[src/rtl/mem_access_unit_if.sv]
// Data-memory bus between the load/store unit (master) and memory (slave).
interface mem_access_unit_if #(
    parameter int XLEN       = 32,
    parameter int ADDR_WIDTH = 32
);
    localparam int NB = XLEN / 8;

    logic                  bus_req_o;
    logic                  bus_we_o;
    logic [ADDR_WIDTH-1:0] bus_addr_o;
    logic [NB-1:0]         bus_be_o;
    logic [XLEN-1:0]       bus_wdata_o;
    logic                  bus_gnt_i;
    logic                  bus_rvalid_i;
    logic [XLEN-1:0]       bus_rdata_i;

    modport master (
        output bus_req_o, bus_we_o, bus_addr_o, bus_be_o, bus_wdata_o,
        input  bus_gnt_i, bus_rvalid_i, bus_rdata_i
    );

    modport slave (
        input  bus_req_o, bus_we_o, bus_addr_o, bus_be_o, bus_wdata_o,
        output bus_gnt_i, bus_rvalid_i, bus_rdata_i
    );
endinterface

[src/rtl/mem_access_unit.sv]
// MEM-stage load/store unit with req/gnt/rvalid bus and load extension.
// Optional MEM_MISALIGN_TRAP_EN: misaligned accesses are not issued and flag misalign_o.
module mem_access_unit #(
    parameter int XLEN       = 32,
    parameter int ADDR_WIDTH = 32
) (
    input  logic                  clk,
    input  logic                  rst_n,
    input  logic                  req_valid_i,
    output logic                  req_ready_o,
    input  logic [ADDR_WIDTH-1:0] addr_i,
    input  logic [XLEN-1:0]       wdata_i,
    input  logic [2:0]            funct3_i,
    input  logic                  mem_read_i,
    input  logic                  mem_write_i,
    input  logic                  flush_i,
    output logic                  rsp_valid_o,
    output logic [XLEN-1:0]       rdata_o,
    output logic                  busy_o,
`ifdef MEM_MISALIGN_TRAP_EN
    output logic                  misalign_o,
`endif
    mem_access_unit_if.master     bus
);
    localparam int NB = XLEN / 8;
    localparam int LB = $clog2(NB);

    typedef enum logic [1:0] {S_IDLE, S_REQ, S_WAIT, S_DONE} state_t;

    state_t                   r_state, w_next;
    logic [ADDR_WIDTH-1:LB]   r_addr;
    logic [LB-1:0]            r_off;
    logic [1:0]               r_size;
    logic                     r_uns;
    logic                     r_we;
    logic [NB-1:0]            r_be;
    logic [XLEN-1:0]          r_wdata;
    logic                     r_flushed;
    logic [XLEN-1:0]          r_rdata;

    logic                     w_accept;
    logic                     w_memop;
    logic                     w_mis;
    logic [1:0]               w_size;
    logic [2:0]               w_amask;
    logic [7:0]               w_mask;
    logic [LB-1:0]            w_off;
    logic [NB-1:0]            w_be;
    logic [XLEN-1:0]          w_wdata;
    logic [XLEN-1:0]          w_sh;
    logic [XLEN-1:0]          w_ld;

    assign w_memop = mem_read_i | mem_write_i;
    // A doubleword on a 32-bit bus degrades to a word access.
    assign w_size  = (XLEN == 32 && funct3_i[1:0] == 2'd3) ? 2'd2 : funct3_i[1:0];

    always_comb begin
        w_amask = 3'd0;
        w_mask  = 8'h00;
        unique case (w_size)
            2'd0: begin w_amask = 3'd0; w_mask = 8'h01; end
            2'd1: begin w_amask = 3'd1; w_mask = 8'h03; end
            2'd2: begin w_amask = 3'd3; w_mask = 8'h0F; end
            2'd3: begin w_amask = 3'd7; w_mask = 8'hFF; end
        endcase
    end

    assign w_off = addr_i[LB-1:0] & ~w_amask[LB-1:0];
    assign w_be  = w_mask[NB-1:0] << w_off;

`ifdef MEM_MISALIGN_TRAP_EN
    assign w_mis = w_memop &
                   ((|(addr_i[LB-1:0] & w_amask[LB-1:0])) |
                    (XLEN == 32 && funct3_i[1:0] == 2'd3));
`else
    assign w_mis = 1'b0;
`endif

    always_comb begin
        w_wdata = wdata_i;
        unique case (w_size)
            2'd0: w_wdata = {NB{wdata_i[7:0]}};
            2'd1: w_wdata = {(NB/2){wdata_i[15:0]}};
            2'd2: w_wdata = {(NB/4){wdata_i[31:0]}};
            2'd3: w_wdata = wdata_i;
        endcase
    end

    assign w_sh = bus.bus_rdata_i >> {r_off, 3'b000};

    always_comb begin
        w_ld = w_sh;
        unique case (r_size)
            2'd0: w_ld = r_uns ? XLEN'(w_sh[7:0])  : XLEN'($signed(w_sh[7:0]));
            2'd1: w_ld = r_uns ? XLEN'(w_sh[15:0]) : XLEN'($signed(w_sh[15:0]));
            2'd2: w_ld = r_uns ? XLEN'(w_sh[31:0]) : XLEN'($signed(w_sh[31:0]));
            2'd3: w_ld = w_sh;
        endcase
    end

    always_comb begin
        w_next        = r_state;
        w_accept      = 1'b0;
        req_ready_o   = 1'b0;
        rsp_valid_o   = 1'b0;
        bus.bus_req_o = 1'b0;
        unique case (r_state)
            S_IDLE: begin
                req_ready_o = 1'b1;
                if (req_valid_i && !flush_i) begin
                    w_accept = 1'b1;
                    w_next   = (w_memop && !w_mis) ? S_REQ : S_DONE;
                end
            end
            S_REQ: begin
                bus.bus_req_o = 1'b1;
                if (bus.bus_gnt_i) begin
                    if (r_we) w_next = flush_i ? S_IDLE : S_DONE;
                    else      w_next = S_WAIT;
                end else if (flush_i) begin
                    w_next = S_IDLE;
                end
            end
            // The read response is always drained, even after a flush.
            S_WAIT: begin
                if (bus.bus_rvalid_i)
                    w_next = (r_flushed || flush_i) ? S_IDLE : S_DONE;
            end
            S_DONE: begin
                rsp_valid_o = !flush_i;
                w_next      = S_IDLE;
            end
        endcase
    end

    always_ff @(posedge clk or negedge rst_n) begin
        if (!rst_n) r_state <= S_IDLE;
        else        r_state <= w_next;
    end

    always_ff @(posedge clk or negedge rst_n) begin
        if (!rst_n) begin
            r_addr    <= '0;
            r_off     <= '0;
            r_size    <= 2'd0;
            r_uns     <= 1'b0;
            r_we      <= 1'b0;
            r_be      <= '0;
            r_wdata   <= '0;
            r_flushed <= 1'b0;
            r_rdata   <= '0;
        end else begin
            if (w_accept) begin
                r_addr  <= addr_i[ADDR_WIDTH-1:LB];
                r_off   <= w_off;
                r_size  <= w_size;
                r_uns   <= funct3_i[2];
                r_we    <= mem_write_i;
                r_be    <= w_be;
                r_wdata <= w_wdata;
                if (!w_memop || w_mis) r_rdata <= '0;
            end
            if (r_state == S_REQ && bus.bus_gnt_i) begin
                if (r_we && !flush_i)  r_rdata   <= '0;
                if (!r_we && flush_i)  r_flushed <= 1'b1;
            end
            if (r_state == S_WAIT) begin
                if (flush_i) r_flushed <= 1'b1;
                if (bus.bus_rvalid_i) begin
                    r_flushed <= 1'b0;
                    if (!r_flushed && !flush_i) r_rdata <= w_ld;
                end
            end
        end
    end

`ifdef MEM_MISALIGN_TRAP_EN
    logic r_mis;

    always_ff @(posedge clk or negedge rst_n) begin
        if (!rst_n)        r_mis <= 1'b0;
        else if (w_accept) r_mis <= w_mis;
    end

    assign misalign_o = (r_state == S_DONE) && r_mis && !flush_i;
`endif

    assign busy_o          = (r_state != S_IDLE);
    assign rdata_o         = r_rdata;
    assign bus.bus_addr_o  = {r_addr, {LB{1'b0}}};
    assign bus.bus_we_o    = r_we;
    assign bus.bus_be_o    = r_be;
    assign bus.bus_wdata_o = r_wdata;
endmodule

[src/flat_wrapper.sv]
// flat-port wrapper written by rule: the top's interface ports become plain ports
module mem_access_unit_flat 
#(
    parameter int XLEN       = 32,
    parameter int ADDR_WIDTH = 32
)
  (clk, rst_n, req_valid_i, req_ready_o, addr_i, wdata_i, funct3_i, mem_read_i, mem_write_i, flush_i, rsp_valid_o, rdata_o, busy_o, bus_bus_req_o, bus_bus_we_o, bus_bus_addr_o, bus_bus_be_o, bus_bus_wdata_o, bus_bus_gnt_i, bus_bus_rvalid_i, bus_bus_rdata_i);
  mem_access_unit_if #(.XLEN(XLEN), .ADDR_WIDTH(ADDR_WIDTH)) bus_i ();
  input  logic clk;
  input  logic rst_n;
  input  logic req_valid_i;
  output logic req_ready_o;
  input  logic [ADDR_WIDTH-1:0] addr_i;
  input  logic [XLEN-1:0] wdata_i;
  input  logic [2:0] funct3_i;
  input  logic mem_read_i;
  input  logic mem_write_i;
  input  logic flush_i;
  output logic rsp_valid_o;
  output logic [XLEN-1:0] rdata_o;
  output logic busy_o;
  output wire logic [$bits(bus_i.bus_req_o)-1:0] bus_bus_req_o;
  output wire logic [$bits(bus_i.bus_we_o)-1:0] bus_bus_we_o;
  output wire logic [$bits(bus_i.bus_addr_o)-1:0] bus_bus_addr_o;
  output wire logic [$bits(bus_i.bus_be_o)-1:0] bus_bus_be_o;
  output wire logic [$bits(bus_i.bus_wdata_o)-1:0] bus_bus_wdata_o;
  input wire logic [$bits(bus_i.bus_gnt_i)-1:0] bus_bus_gnt_i;
  input wire logic [$bits(bus_i.bus_rvalid_i)-1:0] bus_bus_rvalid_i;
  input wire logic [$bits(bus_i.bus_rdata_i)-1:0] bus_bus_rdata_i;
  assign bus_bus_req_o = bus_i.bus_req_o;
  assign bus_bus_we_o = bus_i.bus_we_o;
  assign bus_bus_addr_o = bus_i.bus_addr_o;
  assign bus_bus_be_o = bus_i.bus_be_o;
  assign bus_bus_wdata_o = bus_i.bus_wdata_o;
  assign bus_i.bus_gnt_i = bus_bus_gnt_i;
  assign bus_i.bus_rvalid_i = bus_bus_rvalid_i;
  assign bus_i.bus_rdata_i = bus_bus_rdata_i;
  mem_access_unit #(.XLEN(XLEN), .ADDR_WIDTH(ADDR_WIDTH)) u_core (.clk(clk), .rst_n(rst_n), .req_valid_i(req_valid_i), .req_ready_o(req_ready_o), .addr_i(addr_i), .wdata_i(wdata_i), .funct3_i(funct3_i), .mem_read_i(mem_read_i), .mem_write_i(mem_write_i), .flush_i(flush_i), .rsp_valid_o(rsp_valid_o), .rdata_o(rdata_o), .busy_o(busy_o), .bus(bus_i));
endmodule
[config.mk]
export PLATFORM = sky130hd
export DESIGN_NAME = mem_access_unit_flat
export DESIGN_NICKNAME = d
export VERILOG_FILES = /design/src/rtl/mem_access_unit_if.sv /design/src/rtl/mem_access_unit.sv /design/src/flat_wrapper.sv
export SDC_FILE = /design/constraint.sdc
export NUM_CORES = 1
export LEC_CHECK = 0
export ABC_AREA = 1
export CORE_MARGIN = 3
export CORE_UTILIZATION = 45
export DETAILED_ROUTE_END_ITERATION = 12
export PLACE_DENSITY = 0.85
export SYNTH_ARGS = -nofsm -noshare
export SYNTH_HDL_FRONTEND = slang
export SYNTH_SLANG_ARGS = --single-unit
[constraint.sdc]
create_clock -name clk -period 2.6 [get_ports clk]
set_input_delay 0.52 -clock clk [delete_from_list [all_inputs] [get_ports clk]]
set_output_delay 0.52 -clock clk [all_outputs]
set_load 0.01 [all_outputs]
### Yosys cells after proc, flatten, opt, wreduce, memory -nomap -nowiden

Index checks and enable logic that the tools add are counted.

* equal/unequal tests: 13
* shifts and indexed selects: 2
* muxes and demuxes: 33
* bitwise logic cells: 3
* reductions and logical operators: 16

Operators by type and width (number)
* 32-bit two-way mux: 9
* 32-bit case mux with 3 select lines: 2
* 32-bit by 5-bit >> shifter with 32-bit output: 1
* 2-bit two-way mux: 9
* 2-bit case mux with 4 select lines: 2
* 4-bit case mux with 4 select lines: 1
* 2-bit equality test, second input constant: 7
* 1-bit two-way mux: 10
* 2-bit by 1-bit equality test with 1-bit output, second input constant: 3
* 2-bit zero test: 3
* 1-bit logical AND: 5
* 2-bit OR reduction: 2
* 4-bit by 2-bit << shifter with 4-bit output: 1
* 1-bit zero test: 3
* 3-bit != test, second input constant: 1
* 3-bit AND reduction: 1
* 2-bit AND: 1
* 2-bit by 1-bit != test with 1-bit output, second input constant: 1
* 2-bit != test, second input constant: 1
* 2-bit inverter: 1
* 2-bit nonzero test: 1
* 1-bit logical OR: 1
* 1-bit OR: 1

* register bits after elaboration: 107
* output and inout port bits: 105
* word-level logic and storage cells: 77

### Longest topological paths before layout

Gate-level depths: netlist of run 1.

* depth after elaboration: 10
* gate-level depth with buffers: 9

### Worst setup path after synthesis of run 1

Ideal clock, no wire load.

* kind: input to register
* start point: input port flush_i
* end point: register u_core.r_rdata[11], in the netlist u_core.rdata_o[11]
* setup time: 124 ps
* data arrival time: 1396 ps
* slack: 1080 ps
* stages: 8
* path buffers: 2
* path through: buf_6 -> nor2_1 -> nand2_4 -> nor2_8 -> nand2_1 -> nand2_4 -> buf_8 -> a21oi_2

* longest elaborated chain between the ends: 10

RTL lines
* start, declared: line flat_wrapper.sv:18 `input logic flush_i;`
* 1-bit zero test (*): line mem_access_unit.sv:110, mem_access_unit.sv:164, mem_access_unit.sv:171
* 1-bit logical AND: line mem_access_unit.sv:110 `if (req_valid_i && !flush_i) begin`
* 1-bit two-way mux: line mem_access_unit.sv:110
* 1-bit two-way mux: line mem_access_unit.sv:107 `unique case (r_state)`
* 32-bit two-way mux: line mem_access_unit.sv:153 `if (w_accept) begin`
* 32-bit two-way mux: line mem_access_unit.sv:164 `if (r_we && !flush_i) r_rdata <= '0;`
* 32-bit two-way mux: line mem_access_unit.sv:163 `if (r_state == S_REQ && bus.bus_gnt_i) begin`
* 32-bit two-way mux: line mem_access_unit.sv:171 `if (!r_flushed && !flush_i) r_rdata <= w_ld;`
* 32-bit two-way mux: line mem_access_unit.sv:169 `if (bus.bus_rvalid_i) begin`
* 32-bit two-way mux (*): line mem_access_unit.sv:167 `if (r_state == S_WAIT) begin`
* end signal, assigned: line mem_access_unit.sv:171
* end, declared: line mem_access_unit.sv:39 `logic [XLEN-1:0] r_rdata;`

Every way passes the cells marked *; elsewhere a longest branch is shown, timed or not.
A chain may end at the register's enable or synchronous reset.

### Worst setup path after layout of run 1

* start point: input port flush_i
* end point: output port rsp_valid_o

* longest elaborated chain between the ends: 2

RTL lines
* 1-bit zero test: line mem_access_unit.sv:130 `rsp_valid_o = !flush_i;`
* 1-bit two-way mux: line mem_access_unit.sv:107
* end, declared: line flat_wrapper.sv:19 `output logic rsp_valid_o;`

Every way passes these cells.

==> results.py, run 1 <==
metrics = {
    "detailed_routing": {
        "via_per_inst": 5.24,
        "routedWlPerCell_um": 16.5,
        "num_vias": 5507,
        "dr.pass1.iters": 5,
        "route.detailed.drc": 0,
        "drt_iter0_drc": 542,
        "ant_nets": 0,
        "wirelength_mm": 17.3,
    },
    "cts": {
        "cts_made_buffers": 9,
        "clkTransAtPathRegs_ns": 0.08,
        "cts_hold_buf": 0,
        "ctsRootBufferMaster": "clkbuf_16",
        "cts.htree.levels": 3,
        "cts_buffer_depth": 2,
        "clock-sinks": 107,
        "cts_tree": "built",
        "cts.repair.resized": 0,
        "post_cts_buffers": 0,
        "insertion_delay_ns": 0.36,
    },
    "global_routing": {
        "track_usage_pct": 25.9,
        "grt_pass1_wl_mm": 27.1,
        "grt_max_degree": 51,
        "overflow": 0,
        "antenna_found_initial": 0,
        "grt_pass1_vias": 5249,
    },
    "floorplanning": {
        "io_pins": 212,
        "start_util_pct": 47.1,
        "die_w_um": 117,
        "core_area_um2": 11700,
        "rows": 39,
        "die_area_um2": 13600,
        "die_y_um": 117,
    },
    "timing": {
        "rsz0062_at_grt": "no",
        "worst_pin_slew_ns": 0.664,
        "tns_ns": 0,
        "setup_viol": 0,
        "fmax_ghz": 0.437,
        "period_share_pct": 88.0,
        "fin_skew_ns": 0.0122,
        "setup_ws_ns": 0.312,
        "relSlewSlack_pct": 55.7,
        "period_minus_slack_ns": 2.29,
        "final-hold-violation-count": 0,
        "maxSlewViolCount": 0,
    },
    "yosys": {
        "synth-seq-cells": 107,
        "yosysWarnings": 0,
        "yosysUniqueCellTypes": 31,
        "synth_top_cell_area_share_pct": 48.5,
        "seq_area_frac_synth_pct": 48.5,
        "synthCells": 711,
        "synth_area_leaders": "dfrtp_1, nand2_1, nand3_1",
        "synth_area_per_cell_um2": 7.76,
        "yosysTopAreaCell": "dfrtp_1",
        "syn_area_um2": 5520,
    },
    "power": {
        "power.density_nw_per_um2": 1110,
        "pwr-share-comb_pct": 50.0,
        "p_sw_share_pct": 38.8,
        "switchingPower_w": 0.00344,
        "internal-power_w": 0.00542,
        "power.static_leakage_nw": 3.85,
        "ir_worst_vdd_mv": 0.528,
        "pwr-share-seq_pct": 33.8,
        "clockPowerShare_pct": 16.2,
    },
    "layout": {
        "final_layout_size_suffix_gt1_share_pct": 8.16,
        "syn2layout_area_growth_pct": 44.0,
        "fin_nets": 1009,
        "antennaDiodeCount": 0,
        "n_fill_cell": 955,
        "final_core_util_pct": 67.8,
        "fin_area_um2": 7950,
    },
    "worst_setup_path": {
        "cp.required_ns": 2.08,
        "critPathKind": "input pin to primary output",
        "crit_fanout": 8,
        "r2r_cells": 6,
        "startpoint_type": "input pin",
        "crit_arrival_ns": 1.77,
        "endpoint_kind": "primary output",
    },
    "placement": {
        "post-place-ws_ns": 0.315,
        "numPortBuffers": 209,
        "placed_area_um2": 7640,
        "dp_hpwl_mm": 12.4,
        "place_congestion": 0.865,
    },
    "job": {
        "maxCapViolations": 0,
    },
    "run_status": {
        "status": "completed",
    },
    "hold_path": {
        "hold_class": "input pin to asynchronous set/reset pin",
    },
}
metal layers:
| metal | global-route usage [%] | vias up | share of wire [%] |
|---|---|---|---|
| met2 | 41.6 | 272 | 49 |
| met5 | 0 | - | 0 |
| li1 | - | 2635 | - |
| met4 | 10.6 | 0 | 3.0 |
| met3 | 7.10 | 38 | 9.5 |
| met1 | 33.0 | 2562 | 39 |
flip-flops by register name, summed over array words and instances (netlist names), 2 cells and up:
name,flops
u_core.bus.bus_wdata_o,32
u_core.bus.bus_be_o,4
u_core.r_off,2
u_core.rdata_o,32
u_core.r_addr,30
u_core.r_state,2
u_core.r_size,2
cell usage in the layout (no fill, tap or decap):
cell type        count
nand2_1            263
clkdlybuf4s50_1    208
dfrtp_1            107
nand3_1             71
inv_1               60
o21ai_0             31
a21oi_1             29
nor2_1              27
a21oi_2             20
buf_4               12
o211ai_1             9
a31oi_1              9
clkbuf_16            9
inv_2                8
o21ai_1              7
nand4_1              5
inv_6                5
nor2_4               4
nand3_2              3
nor2_2               3
buf_12               3
nand2_4              2
clkinv_1             2
conb_1               2
nor2_8               1
inv_4                1
nand3b_1             1
a21boi_1             1
nand2_2              1
a41oi_1              1
bufinv_16            1
clkinv_2             1
per-stage QoR:
step	hold slack, ns	instances	total power (W)
floorplan	0.224	712	0.00514
global placement	0.463	1034	0.00732
detailed placement	0.464	1034	0.00742
CTS	0.217	1050	0.00889
global route	0.241	1050	0.00946
finish	0.200	1050	0.00885
final timing paths:
kind	from	end	slack, ns
max	flush_i	rsp_valid_o	0.31
min	rst_n	u_core.r_flushed	0.20
max reg2reg	u_core.r_off[1]	u_core.rdata_o[21]	0.61
min reg2reg	u_core.r_addr[20]	u_core.r_addr[20]	0.48
max in group asynchronous	rst_n	u_core.r_addr[9]	1.75
min in group clk	u_core.r_addr[20]	u_core.r_addr[20]	0.48
cells in the mapped netlist:
cell      count
a21boi_1      1
a21oi_1      29
a21oi_2      20
a31oi_1       9
a41oi_1       1
buf_1         2
buf_2        20
buf_4         7
buf_6         7
buf_8         2
clkbuf_1      6
clkinv_1      2
conb_1        1
dfrtp_1     107
inv_1        60
inv_2         8
inv_4         1
nand2_1     263
nand2_2       1
nand2_4       2
nand3_1      71
nand3_2       3
nand3b_1      1
nand4_1       5
nor2_1       27
nor2_2        3
nor2_4        4
nor2_8        1
o211ai_1      9
o21ai_0      31
o21ai_1       7
kinds of logic (layout without fill, tap and decap cells):
| group | count (synthesis) | count (layout) | share of synthesized area [%] |
|---|---|---|---|
| AOI/OAI and AO/OA | 107 | 107 | 11.8 |
| buffers and inverters | 115 | 310 | 10.2 |
| DFF | 107 | 107 | 48.5 |
| other | 1 | 2 | 0.0680 |
| and+or+nand+nor | 381 | 381 | 29.5 |
final cells by class:
type | count | area (um2) | share of cell area, %
sequential | 107 | 2680 | 33.7
clock inverter | 7 | 78.8 | 0.992
inverter | 71 | 269 | 3.39
tap | 143 | 179 | 2.25
clock buffer | 9 | 225 | 2.83
timing repair buffer | 223 | 2230 | 28.1
multi-input combinational | 490 | 2280 | 28.7
power by group through the flow:
| stage | clock network (W) | logic, W | registers, W |
|---|---|---|---|
| floorplan | 0 | 0.00189 | 0.00325 |
| global placement | 0 | 0.00435 | 0.00298 |
| detailed placement | 0 | 0.00443 | 0.00299 |
| CTS | 0.00144 | 0.00445 | 0.00299 |
| global route | 0.00150 | 0.00486 | 0.00310 |
| finish | 0.00143 | 0.00443 | 0.00300 |
critical path: stages:
cell and delay (ns):
clkdlybuf4s50_1 0.55, nor2_1 0.16, clkdlybuf4s50_1 0.54
No activity file was read; power rests on OpenSTA's default activity.
==> run 2, diff against run 1 <==
Settings changed: CORE_UTILIZATION 45 to 48, PLACE_DENSITY 0.85 to default, PLACE_DENSITY_LB_ADDON from default to 0.25.
==> run 2 against run 1 <==
Net effect: clock skew fell by 0.0064 ns; cell count is 0.48% lower; critical path depth did not move; sequential share of layout area rose by 0.15 points; largest power group unchanged.
==> results.py, run 2 (synthesis gave the netlist of run 1 again) <==
metrics = {
    "placement": {
        "placed_area_um2": 7620,
        "dp_hpwl_mm": 12.5,
        "place_congestion": 0.864,
        "post-place-ws_ns": 0.279,
        "numPortBuffers": 209,
    },
    "cts": {
        "ctsRootBufferMaster": "clkbuf_16",
        "cts.htree.levels": 3,
        "clock-sinks": 107,
        "cts_buffer_depth": 2,
        "cts.repair.resized": 0,
        "cts_hold_buf": 0,
        "cts_made_buffers": 9,
        "insertion_delay_ns": 0.35,
        "clkTransAtPathRegs_ns": 0.07,
        "post_cts_buffers": 0,
        "cts_tree": "built",
    },
    "timing": {
        "setup_ws_ns": 0.303,
        "fin_skew_ns": 0.00579,
        "period_share_pct": 88.4,
        "period_minus_slack_ns": 2.30,
        "worst_pin_slew_ns": 0.627,
        "final-hold-violation-count": 0,
        "rsz0062_at_grt": "no",
        "relSlewSlack_pct": 58.2,
        "maxSlewViolCount": 0,
        "fmax_ghz": 0.435,
        "setup_viol": 0,
        "tns_ns": 0,
    },
    "worst_setup_path": {
        "cp.required_ns": 2.08,
        "timing.rr.end": "u_core.rdata_o[31]",
        "endpoint_kind": "primary output",
        "crit_arrival_ns": 1.78,
        "r2r_cells": 6,
        "critPathKind": "input pin to primary output",
        "startpoint_type": "input pin",
        "worstReg2RegStart": "u_core.r_off[1]",
        "crit_fanout": 8,
        "ff2ff_setup_slack_ns": 0.54,
    },
    "layout": {
        "antennaDiodeCount": 0,
        "syn2layout_area_growth_pct": 43.4,
        "final_core_util_pct": 71.7,
        "final_cell_mix": "nand2_1, clkdlybuf4s50_1, dfrtp_1",
        "fin_area_um2": 7910,
        "fin_nets": 1007,
        "final_common_cell": "nand2_1",
        "n_fill_cell": 873,
        "final_layout_size_suffix_gt1_share_pct": 7.62,
    },
    "floorplanning": {
        "core_area_um2": 11000,
        "io_pins": 212,
        "die_w_um": 113,
        "rows": 38,
        "start_util_pct": 50.0,
        "die_area_um2": 12800,
        "die_y_um": 113,
    },
    "hold_path": {
        "hold_class": "input pin to asynchronous set/reset pin",
    },
    "power": {
        "power.static_leakage_nw": 3.82,
        "ir_worst_vdd_mv": 0.646,
        "power.density_nw_per_um2": 1110,
    },
    "detailed_routing": {
        "num_vias": 5624,
        "wirelength_mm": 17.6,
        "ant_nets": 0,
        "routedWlPerCell_um": 16.8,
        "via_per_inst": 5.38,
        "dr.pass1.iters": 5,
        "route.detailed.drc": 0,
        "drt_iter0_drc": 512,
    },
    "global_routing": {
        "grt_pass1_vias": 5653,
        "grt_max_degree": 44,
        "overflow": 0,
        "antenna_found_initial": 0,
        "grt_pass1_wl_mm": 28.2,
        "track_usage_pct": 27.7,
    },
    "run_status": {
        "status": "completed",
    },
    "job": {
        "maxCapViolations": 0,
    },
}
[run 2: worst max-delay path by stage]
stage | start | endpoint | slack (ns)
after global placement | flush_i | rsp_valid_o | 0.31
final | flush_i | rsp_valid_o | 0.30
after CTS | flush_i | rsp_valid_o | 0.30
after global routing | flush_i | rsp_valid_o | 0.26
after detailed placement | flush_i | u_core.r_addr[8] | 0.28
after floorplan | flush_i | u_core.rdata_o[11] | 1.08
[run 2: power by group]
group          switching (W)  internal [W]  total, W
Sequential          0.000548       0.00246   0.00301
Combinational        0.00225       0.00219   0.00444
Clock               0.000606      0.000749   0.00136
[run 2: worst max-delay path, cell delays in order]
cell and delay, ns:
clkdlybuf4s50_1 0.56, nor2_1 0.15, clkdlybuf4s50_1 0.55
[run 2: final cells by class]
cell class	instances	area [um2]	share of cell area, %
Sequential cell	107	2680	33.9
Multi-Input combinational cell	490	2280	28.9
Timing Repair Buffer	221	2220	28.0
Inverter	71	269	3.40
Clock buffer	12	236	2.99
Tap cell	140	175	2.21
Clock inverter	4	51.3	0.649
[run 2: routing by layer]
| layer | vias to the layer above | track usage [%] | wire, um |
|---|---|---|---|
| li1 | 2623 | - | - |
| met1 | 2658 | 34.1 | 6630 |
| met2 | 297 | 46.1 | 8670 |
| met3 | 46 | 7.38 | 1730 |
| met4 | 0 | 11.7 | 563 |
| met5 | - | 0 | 0 |
[run 2: per-stage QoR]
step	total power [W]	hold WS, ns	std cells
4_1_cts	0.00884	0.150	1045
5_1_grt	0.00940	0.169	1045
6_report	0.00880	0.135	1045
2_1_floorplan	0.00514	0.224	712
3_3_place_gp	0.00730	0.463	1029
3_5_place_dp	0.00743	0.464	1029
